--- src/rtl/riscv_soc_top.sv ---
// Board top for bring-up: heartbeat LED plus a ROM-driven GPIO micro-sequencer (optional macro HEARTBEAT_EN).
// Latency: one instruction per clk edge; WAIT n stalls n edges; all outputs registered.
// Backpressure: none, the sequencer is free-running with no handshake.
module riscv_soc_top #(
    parameter int HB_DIV_LOG2 = 4,
    parameter int ROM_DEPTH   = 16,
    parameter int WAIT_W      = 12,
    parameter logic [ROM_DEPTH*16-1:0] ROM_INIT = {
        {9{16'hC000}},
        16'h8000,
        16'h400A,
        16'h0004,
        16'h400A,
        16'h0002,
        16'h400A,
        16'h0001
    }
) (
    input  logic clk,
    input  logic resetn,
    output logic led_green,
    output logic D1,
    output logic D2,
    output logic D3
);

    localparam int PC_W = $clog2(ROM_DEPTH);

    localparam logic [1:0] OP_SET  = 2'b00;
    localparam logic [1:0] OP_WAIT = 2'b01;
    localparam logic [1:0] OP_JUMP = 2'b10;
    localparam logic [1:0] OP_HALT = 2'b11;

    logic [PC_W-1:0]   pc;
    logic [WAIT_W-1:0] wait_cnt;
    logic [2:0]        pattern;
    logic              halted;

    logic [1:0]        op;
    logic [WAIT_W-1:0] imm;
    logic [PC_W-1:0]   target;
    logic [2:0]        set_val;
    logic              exec;

    // Fields are sliced straight out of the ROM word at the current pc.
    always_comb begin
        op      = ROM_INIT[{pc, 4'd14} +: 2];
        imm     = ROM_INIT[{pc, 4'd0} +: WAIT_W];
        target  = ROM_INIT[{pc, 4'd0} +: PC_W];
        set_val = ROM_INIT[{pc, 4'd0} +: 3];
        exec    = !halted && (wait_cnt == '0);
    end

    always_ff @(posedge clk or negedge resetn) begin
        if (!resetn) begin
            pc       <= '0;
            wait_cnt <= '0;
            pattern  <= 3'b000;
            halted   <= 1'b0;
        end else if (halted) begin
            pc       <= pc;
        end else if (wait_cnt != '0) begin
            wait_cnt <= wait_cnt - WAIT_W'(1);
        end else begin
            case (op)
                OP_SET: begin
                    pattern <= set_val;
                    pc      <= pc + PC_W'(1);
                end
                OP_WAIT: begin
                    // The WAIT edge itself counts as the first of its n edges.
                    wait_cnt <= (imm == '0) ? '0 : imm - WAIT_W'(1);
                    pc       <= pc + PC_W'(1);
                end
                OP_JUMP: begin
                    pc <= target;
                end
                default: begin
                    halted <= 1'b1;
                end
            endcase
        end
    end

`ifdef HEARTBEAT_EN
    logic [HB_DIV_LOG2-1:0] hb_cnt;

    always_ff @(posedge clk or negedge resetn) begin
        if (!resetn) begin
            hb_cnt    <= '0;
            led_green <= 1'b0;
        end else begin
            hb_cnt <= hb_cnt + HB_DIV_LOG2'(1);
            if (hb_cnt == '1) begin
                led_green <= ~led_green;
            end
        end
    end
`else
    // Run indicator drops on the very edge that executes HALT.
    always_ff @(posedge clk or negedge resetn) begin
        if (!resetn) begin
            led_green <= 1'b0;
        end else begin
            led_green <= ~(halted || (exec && (op == OP_HALT)));
        end
    end
`endif

    assign D1 = pattern[0];
    assign D2 = pattern[1];
    assign D3 = pattern[2];

endmodule

--- config.mk ---
export PLATFORM = sky130hd
export DESIGN_NAME = riscv_soc_top
export DESIGN_NICKNAME = d
export VERILOG_FILES = /design/src/rtl/riscv_soc_top.sv
export SDC_FILE = /design/constraint.sdc
export NUM_CORES = 1
export LEC_CHECK = 0
export ABC_CLOCK_PERIOD_IN_PS = 2900
export CAP_MARGIN = 0
export CORE_ASPECT_RATIO = 1.25
export CORE_MARGIN = 2
export CORE_UTILIZATION = 50
export CTS_CLUSTER_SIZE = 24
export DETAILED_ROUTE_END_ITERATION = 8
export PLACE_DENSITY = 0.68
export REMOVE_ABC_BUFFERS = 1
export SYNTH_ARGS = -nofsm -noshare
export SYNTH_HDL_FRONTEND = slang
export SYNTH_SLANG_ARGS = --single-unit
--- constraint.sdc ---
create_clock -name clk -period 2.9 [get_ports clk]
set_input_delay 0.29 -clock clk [delete_from_list [all_inputs] [get_ports clk]]
set_output_delay 0.29 -clock clk [all_outputs]
set_load 0.01 [all_outputs]
Word level (Yosys, flattened, before mapping)
Cells that the tools add are included.
{"block": "totals", "ff_bits": 21, "latchBits": 0, "mem_bits_rw": 0, "romBits": 0, "inputBits": 2, "output_inout_bits": 4, "word_cells": 40, "n_memories": 0}
{"block": "classes", "addsub": 3, "multipliers": 0, "n_div": 0, "order_cmp": 0, "n_eq_ne": 3, "shifts": 4, "muxes": 7, "n_bitwise": 3, "reduce_logical": 15}
{"cell": "$shiftx 256x9->12 const A", "count": 1}
{"cell": "$shiftx 256x9->2 const A", "count": 1}
{"cell": "$shiftx 256x9->3 const A", "count": 1}
{"cell": "$shiftx 256x9->4 const A", "count": 1}
{"cell": "$mux 12", "count": 3}
{"cell": "$logic_not 12->1", "count": 2}
{"cell": "$sub 12x1->12 const B", "count": 2}
{"cell": "$reduce_bool 12->1", "count": 1}
{"cell": "$pmux 4 s2", "count": 1}
{"cell": "$reduce_and 3->1", "count": 2}
{"cell": "$add 4x1->4 const B", "count": 1}
{"cell": "$eq 2x2->1 const B", "count": 2}
{"cell": "$reduce_bool 2->1", "count": 2}
{"cell": "$mux 1", "count": 3}
{"cell": "$not 1->1", "count": 3}
{"cell": "$reduce_or 3->1", "count": 1}
{"cell": "$eq 2x1->1 const B", "count": 1}
{"cell": "$logic_and 1x1->1", "count": 2}
{"cell": "$logic_not 2->1", "count": 1}
{"cell": "$reduce_and 2->1", "count": 1}
{"cell": "$reduce_or 2->1", "count": 1}
{"cell": "$logic_not 1->1", "count": 1}
{"cell": "$logic_or 1x1->1", "count": 1}

Depth between registers and ports, before layout
Gate-level depths: netlist of run 1.
{"block": "logic_depth", "depth_word": 6, "depth_mapped": 12, "ltp_nobuf": 11}

Least setup slack after synthesis of run 1
No wires, ideal clock.
{"block": "synth_timing", "kind": "register to register", "startpoint": "register pc[0]", "endpoint": "register wait_cnt[4]", "setup_ns": 0.065, "t_arrival_ns": 2.282, "required_time_ns": 2.835, "setup_slack_ns": 0.553, "stages_incl_launch_ff": 12, "path_buffers": 1, "synth_period_minus_slack_ns": 2.347, "path_cell_list": "dfrtp_1 > clkbuf_1 > inv_1 > ha_1 > nor2b_1 > nor2b_1 > inv_1 > ha_1 > o311ai_0 > a31oi_2 > o21a_1 > o22a_1"}
{"block": "synth_between", "elab_chain_cells": 5, "word_cells_on_any_way": 10, "classes_between": "add/sub: 1; eq/ne: 1; shift: 2; mux: 3; reduce/logical: 3"}
{"element": "from (decl)", "line_no": "34", "source": "logic [PC_W-1:0] pc;"}
{"element": "from (signal assigned)", "line_no": "61", "source": "pc <= pc;"}
{"element": "from (signal assigned)", "line_no": "68", "source": "pc <= pc + PC_W'(1);"}
{"element": "from (signal assigned)", "line_no": "73", "source": "pc <= pc + PC_W'(1);"}
{"element": "$shiftx 256x9->12", "line_no": "48", "source": "imm = ROM_INIT[{pc, 4'd0} +: WAIT_W];"}
{"element": "$sub 12x1->12 or $logic_not 12->1 (tied branches)", "line_no": "72", "source": "wait_cnt <= (imm == '0) ? '0 : imm - WAIT_W'(1);"}
{"element": "$mux 12", "line_no": "72"}
{"element": "$mux 12", "line_no": "65", "source": "case (op)"}
{"element": "$mux 12", "line_no": "62", "source": "end else if (wait_cnt != '0) begin"}
{"element": "to (signal assigned)", "line_no": "63", "source": "wait_cnt <= wait_cnt - WAIT_W'(1);"}
{"element": "to (signal assigned)", "line_no": "72"}
{"element": "to (decl)", "line_no": "35", "source": "logic [WAIT_W-1:0] wait_cnt;"}
Several ways; a longest one is shown, not always the timed one. The select of a mux whose other input is x is not followed.
A chain may end at the register's enable or synchronous reset.

Worst setup path after layout of run 1
{"block": "layout_timing", "startpoint": "register pc[0]", "endpoint": "register wait_cnt[10]"}
The elaborated chain is that of the path after synthesis.

==> impl_metrics.yaml, run 1 <==
routing:
  vias_per_cell: 6.111
  routedWlPerCell_um: 14.94
  drtIter0Drc: 17
  drt_pre_antenna_iters: 4
  drtAntennaViolNets: 0
  num_vias: 1161
  drt_drc_violations_left: 0
  wl_mm: 2.838
logic_synthesis:
  ys_types: 47
  synth_edf_count: 0
  yosys.area.top_type: "dfrtp_1"
  ys_ff_latch: 21
  syn_avg_cell_area_um2: 8.994
  synthFlopType: "dfrtp_1"
  synthCells: 154
  netlist_area_mm2: 0.001385
  yosys_warnings: 0
  async_flop_share_pct: 100.0
  synth_area_leaders: "dfrtp_1, ha_1, a21oi_1"
  seq_area_frac_synth_pct: 37.94
  yosysTopAreaCellShare_pct: 37.94
sta:
  fmax_mhz: 388.8
  setup_viol: 0
  rsz0062_at_grt: "false"
  max_slew.worst_pin.slew_ps: 958.6
  tns_ps: 0
  timing.final.max_slew_violations: 0
  clock_skew_ps: 7.691
  period_needed_ps: 2572
  post-route-period-util_pct: 88.69
  slew_headroom_pct: 35.89
  final_hold_viol_count: 0
floorplanning:
  die_x_um: 51.08
  die_h_um: 62.85
  rows: 21
  dieArea_mm2: 0.003210
  core_region_area_mm2: 0.002654
  io_pins: 6
  start_util_pct: 52.19
setup_path:
  endpoint_kind: "flip-flop"
  worstPathArrival_ps: 2830
  worst-path-max-fanout: 12
  worstSetupStartpointType: "flip-flop"
  critPathKind: "flip-flop to flip-flop"
  worstPathRequired_ps: 3160
global_route:
  grt_overflow: 0
  grt_pass1_wl_mm: 5.202
  grt.total_usage_pct: 21.12
  grt_max_degree: 22
  antenna_found_initial: 0
  first_global_vias: 1181
flow_run:
  drv_cap: 0
finish:
  finalCoreUtilization_pct: 55.40
  drive_gt1_share_pct: 13.46
  n_antenna_cell: 0
  nets: 167
  area_growth_pct: 6.143
  design_area_mm2: 0.001470
clock_network:
  numCtsBuffers: 3
  cts_hold_buf: 0
  cts_root_buf: "clkbuf_4"
  post_cts_buffers: 0
  clock_path_buffers: 2
  clkSinkCount: 21
  cts_tree: "done"
  clk_latency_ps: 310
  h-tree-depth: 1
  cts_resized: 0
  path_clk_slew_ps: 120
status:
  status: "complete, no violations"
power_and_ir_drop:
  power_density_mw_per_mm2: 300.0
  ir_drop_uv: 223.0
  p_leak_nw: 0.6466
worst_hold_path:
  hp-class: "input port to asynchronous set/reset pin"
placed_design:
  place.gp.congestion: 0.8425
  dpl_cell_area_mm2: 0.001443
  place_hpwl_mm: 2.218
  portBuffers: 5
## metrics by stage
step           worst slack (ps)  power (W)  hold slack [ps]  std cells
6_report                  328.1  0.0004410            496.7        190
2_1_floorplan             665.2  0.0002985           -5.591        146
3_3_place_gp              476.8  0.0003055            471.3        186
5_1_grt                   137.4  0.0004653            543.0        190
4_1_cts                   319.8  0.0004466            516.7        190
3_5_place_dp              347.1  0.0003055            490.0        186
## Yosys cell counts, types with 2 or more instances
library cell	instances
o21ai_0	7
nor2b_1	3
o31ai_1	2
a22o_1	2
inv_1	8
o211ai_1	2
a21oi_1	11
mux2_2	2
or2_2	3
o21a_1	3
o22ai_1	2
o311ai_0	2
nand3_1	3
nor3_1	9
dfrtp_1	21
nand2_1	13
nand2b_1	4
buf_2	3
o22a_1	2
o221a_2	2
nor4_2	2
or3_1	2
clkbuf_1	3
o41ai_1	2
ha_1	8
nor2_1	11
nor4_1	2
## report_power, final
part | internal, W | total (W) | switching (W)
combinational | 0.00000118 | 0.00000680 | 0.00000561
clock | 0.0000516 | 0.000141 | 0.0000899
sequential | 0.000293 | 0.000293 | 0
## flip-flops by register name, summed over array words and instances (netlist names)
name	cells
halted	1
led_green	1
pattern	3
pc	4
wait_cnt	12
## per-layer routing
layer | wire length, um | vias to the layer above | GRT usage (%)
li1 | - | 575 | -
met1 | 1226 | 561 | 25.66
met2 | 1476 | 16 | 35.06
met3 | 50 | 9 | 2.871
met4 | 85 | 0 | 11.82
met5 | 0 | - | 0
## path summary, 6_finish.rpt
| kind | startpoint | to | slack (ps) | cells past startpoint |
|---|---|---|---|---|
| worst max-delay path | pc[0]$_DFFE_PN0P_ | wait_cnt[10]$_DFFE_PN0P_ | 330 | 11 |
| worst min-delay path | resetn | wait_cnt[2]$_DFFE_PN0P_ | 500 | 1 |
| worst max register to register | pc[0]$_DFFE_PN0P_ | wait_cnt[10]$_DFFE_PN0P_ | 330 | 11 |
| worst min register to register | pattern[1]$_DFFE_PN0P_ | pattern[1]$_DFFE_PN0P_ | 510 | 2 |
| max in group asynchronous | resetn | pc[2]$_DFFE_PN0P_ | 1820 | 1 |
| min in group clk | pattern[1]$_DFFE_PN0P_ | pattern[1]$_DFFE_PN0P_ | 510 | 2 |
## cell families (layout without fill, tap and decap cells)
family / after synthesis / count (layout) / synth area share (%)
AO/OA/AOI/OAI: 45 / 45 / 23.04
XOR/XNOR: 1 / 1 / 0.6325
multiplexers: 3 / 3 / 2.349
flip-flops: 21 / 21 / 37.94
buffers and inverters: 16 / 18 / 5.239
AND/OR/NAND/NOR: 60 / 60 / 23.58
adder cells (fa/ha/maj): 8 / 8 / 7.227
## critical path, cell delays in order, from the launching register on
cell and delay (ps):
dfrtp_1 530, inv_1 160, ha_1 200, nor2b_1 190, nor2b_1 190, inv_1 90, ha_1 220, inv_1 50
o311ai_0 140, a31oi_2 420, o21a_1 190, o22a_1 130
## cell type report
| cell class | instances | area [um2] |
|---|---|---|
| Fill cell | 255 | 1184 |
| Multi-Input combinational cell | 117 | 787.0 |
| Sequential cell | 21 | 525.5 |
| Timing Repair Buffer | 6 | 57.56 |
| Tap cell | 34 | 42.54 |
| Inverter | 8 | 30.03 |
| Clock buffer | 3 | 22.52 |
| Clock inverter | 1 | 5.005 |
## cells in the final DEF, fill, tap and decap left out, types with 4 or more instances in the layout
| master | instances |
|---|---|
| ha_1 | 8 |
| nand2_1 | 13 |
| clkdlybuf4s50_1 | 5 |
| nand2b_1 | 4 |
| dfrtp_1 | 21 |
| inv_1 | 8 |
| a21oi_1 | 11 |
| nor2_1 | 11 |
| nor3_1 | 9 |
| o21ai_0 | 7 |
(Power assumes the default switching activity.)
==> run 2, diff against run 1 <==
--- a/config.mk
+++ b/config.mk
@@ -5,7 +5,7 @@
 export SDC_FILE = /design/constraint.sdc
 export NUM_CORES = 1
 export LEC_CHECK = 0
-export ABC_CLOCK_PERIOD_IN_PS = 2900
+export ABC_CLOCK_PERIOD_IN_PS = 3100
 export CAP_MARGIN = 0
 export CORE_ASPECT_RATIO = 1.25
 export CORE_MARGIN = 2
==> constraint.sdc (replaced) <==
create_clock -name clk -period 3.1 [get_ports clk]
set_input_delay 0.31 -clock clk [delete_from_list [all_inputs] [get_ports clk]]
set_output_delay 0.31 -clock clk [all_outputs]
set_load 0.01 [all_outputs]
==> results of run 2 <==
Same layout as run 1 (identical final DEF). Status: complete, no violations.
Main changes from that run: setup slack after placement 347.1 ps -> 547.1 ps; setup slack after layout 328.1 ps -> 528.1 ps; hold slack 496.7 ps -> 508.9 ps; register-to-register setup slack 330 ps -> 530 ps; total power 0.0004410 W -> 0.0004125 W; worst IR drop on VDD 223.0 uV -> 208.6 uV
==> run 3, diff against run 2 <==
--- a/config.mk
+++ b/config.mk
@@ -5,7 +5,7 @@
 export SDC_FILE = /design/constraint.sdc
 export NUM_CORES = 1
 export LEC_CHECK = 0
-export ABC_CLOCK_PERIOD_IN_PS = 3100
+export ABC_CLOCK_PERIOD_IN_PS = 2400
 export CAP_MARGIN = 0
 export CORE_ASPECT_RATIO = 1.25
 export CORE_MARGIN = 2
==> constraint.sdc (replaced) <==
create_clock -name clk -period 2.4 [get_ports clk]
set_input_delay 0.24 -clock clk [delete_from_list [all_inputs] [get_ports clk]]
set_output_delay 0.24 -clock clk [all_outputs]
set_load 0.01 [all_outputs]
==> run 3 against run 2 <==
Effect of this change:
- critical path depth stayed put
- sequential share of layout area down 2.0 points
- largest cell class unchanged
- highest routed layer unchanged
- first-iteration DRC count grew 150%
- die area stayed put
- flip-flop and latch count is the same
- register-to-register slack lost 440 ps
- final cell count up 5.3%
- sequential power rose by 29%
- largest power group unchanged
- critical endpoint unchanged
- utilization is 3.3 points higher
==> impl_metrics.yaml, run 3 (same netlist as run 1, synthesis figures left out) <==
status:
  status: "complete, no violations"
clock_network:
  cts_tree: "done"
  cts_root_buf: "clkbuf_4"
  path_clk_slew_ps: 120
  clkSinkCount: 21
  h-tree-depth: 1
  clk_latency_ps: 310
  clock_path_buffers: 2
  numCtsBuffers: 3
power_and_ir_drop:
  ir_drop_uv: 283.8
  power.switching_w: 0.0001171
  power_density_mw_per_mm2: 345.7
  swShare_pct: 21.75
  p_leak_nw: 0.7062
  clockPowerShare_pct: 32.6
  p_total_w: 0.0005381
  power_frac_seq_pct: 65.7
  combPwrFrac_pct: 1.7
  p_int_w: 0.0004211
finish:
  layout_common_cells: "dfrtp_1, nand2_1, a21oi_1, nor2_1, buf_4"
  n_antenna_cell: 0
  final_common_cell: "dfrtp_1"
  area_growth_pct: 12.38
  finalCoreUtilization_pct: 58.65
  largest_reg_flops: 12
  nFillCells: 261
  regMostFlops: "wait_cnt"
  largestRegisters: "wait_cnt: 12 flops, pc: 4 flops, pattern: 3 flops"
  drive_gt1_share_pct: 19.88
  nets: 177
routing:
  vias_per_cell: 5.990
  routedWlPerCell_um: 15.54
  wl_mm: 3.108
  drt_pre_antenna_iters: 4
  drtAntennaViolNets: 0
  drt_drc_violations_left: 0
  num_vias: 1198
  drtIter0Drc: 42
sta:
  fmax_mhz: 433.3
  setup_viol: 0
  post-route-period-util_pct: 96.17
  max_slew.worst_pin.slew_ps: 478.7
  clock_skew_ps: 6.800
  period_needed_ps: 2308
  timing.final.max_slew_violations: 0
  slew_headroom_pct: 67.89
  final_hold_viol_count: 0
global_route:
  antenna_found_initial: 0
  first_global_vias: 1210
  grt.total_usage_pct: 21.64
  busiest_layer: "met2"
  grt_pass1_wl_mm: 5.354
  grtUsageMet3_pct: 2.392
  grt_max_degree: 22
  grt_overflow: 0
  grt.met2_usage_pct: 37.18
  grt_util_met1_pct: 25.58
setup_path:
  worst-path-max-fanout: 5
  endpoint_kind: "flip-flop"
  worstPathRequired_ps: 2600
  critPathKind: "flip-flop to flip-flop"
  worstPathArrival_ps: 2510
  worstSetupStartpointType: "flip-flop"
floorplanning:
  core_region_area_mm2: 0.002654
  dieArea_mm2: 0.003210
  start_util_pct: 52.19
  io_pins: 6
  die_x_um: 51.08
  die_h_um: 62.85
  rows: 21
placed_design:
  portBuffers: 5
  place_hpwl_mm: 2.324
  place.gp.congestion: 0.9159
flow_run:
  drv_cap: 0
worst_hold_path:
  hp-class: "input port to asynchronous set/reset pin"
==> run 3: cell types whose count changed in the layout (fill, tap and decap cells not counted), sizes merged <==
cell | before | now
buf | 1 | 11
clkbuf | 3 | 4
clkinv | 1 | 0
==> run 3: area by class of cell <==
cell class              instances  area, um2  share of cell area, %
flip-flops and latches         21      525.5                  33.76
well taps                      34      42.54                  2.733
inverters                       8      30.03                  1.929
multi-input cells             117      799.5                  51.37
repair buffers                 16      132.6                  8.521
clock buffers                   4      26.28                  1.688
==> run 3: path summary, 6_finish.rpt <==
kind,cells past startpoint,from,endpoint,slack (ps)
worst min-delay path,2,resetn,wait_cnt[3]$_DFFE_PN0P_,260
worst min register to register,2,pattern[0]$_DFFE_PN0P_,pattern[0]$_DFFE_PN0P_,510
max in group asynchronous,2,resetn,pc[1]$_DFFE_PN0P_,1930
worst max register to register,11,pc[0]$_DFFE_PN0P_,wait_cnt[10]$_DFFE_PN0P_,90
worst max-delay path,11,pc[0]$_DFFE_PN0P_,wait_cnt[10]$_DFFE_PN0P_,90
min in group clk,2,pattern[0]$_DFFE_PN0P_,pattern[0]$_DFFE_PN0P_,510
==> run 3: power by group through the flow <==
stage / clock [W] / combinational (W) / sequential, W
after floorplan: 0 / 0.000000000341 / 0.000361
after global placement: 0 / 0.00000978 / 0.000361
after detailed placement: 0 / 0.0000102 / 0.000361
after CTS: 0.000183 / 0.0000102 / 0.000354
after global routing: 0.000192 / 0.0000111 / 0.000354
final: 0.000175 / 0.00000925 / 0.000354
==> run 3: what timing repair did <==
action	in CTS	in global routing
pin swaps	1	1
hold buffers	0	0
endpoints found under the setup margin	1	6
setup buffers	0	3
resized for setup	0	5
==> run 3: metrics by stage <==
stage	instances	cell area [um2]	hold WS (ps)	TNS [ps]	setup WS, ps
floorplan	146	1343	-55.59	0	165.2
finish	200	1556	255.0	0	92.04
global route	200	1556	277.1	-8.124	-8.124
global placement	193	1495	469.9	0	153.5
detailed placement	193	1495	480.0	0	8.590
CTS	197	1521	265.2	0	20.24
==> run 3: worst max-delay path: stages (launching register included) <==
cell      delay (ps)
dfrtp_1          400
inv_1            100
ha_2             210
nor2b_4          160
nor2b_2          170
inv_1             90
ha_1             230
o311ai_1         110
a31oi_2          170
buf_4            190
o21a_1           180
o22a_1           190
==> run 3: metal layers <==
metal,share of wire (%),vias up
met5,0,-
met4,2.5,0
met3,2.7,9
met2,52,23
met1,43,580
li1,-,586
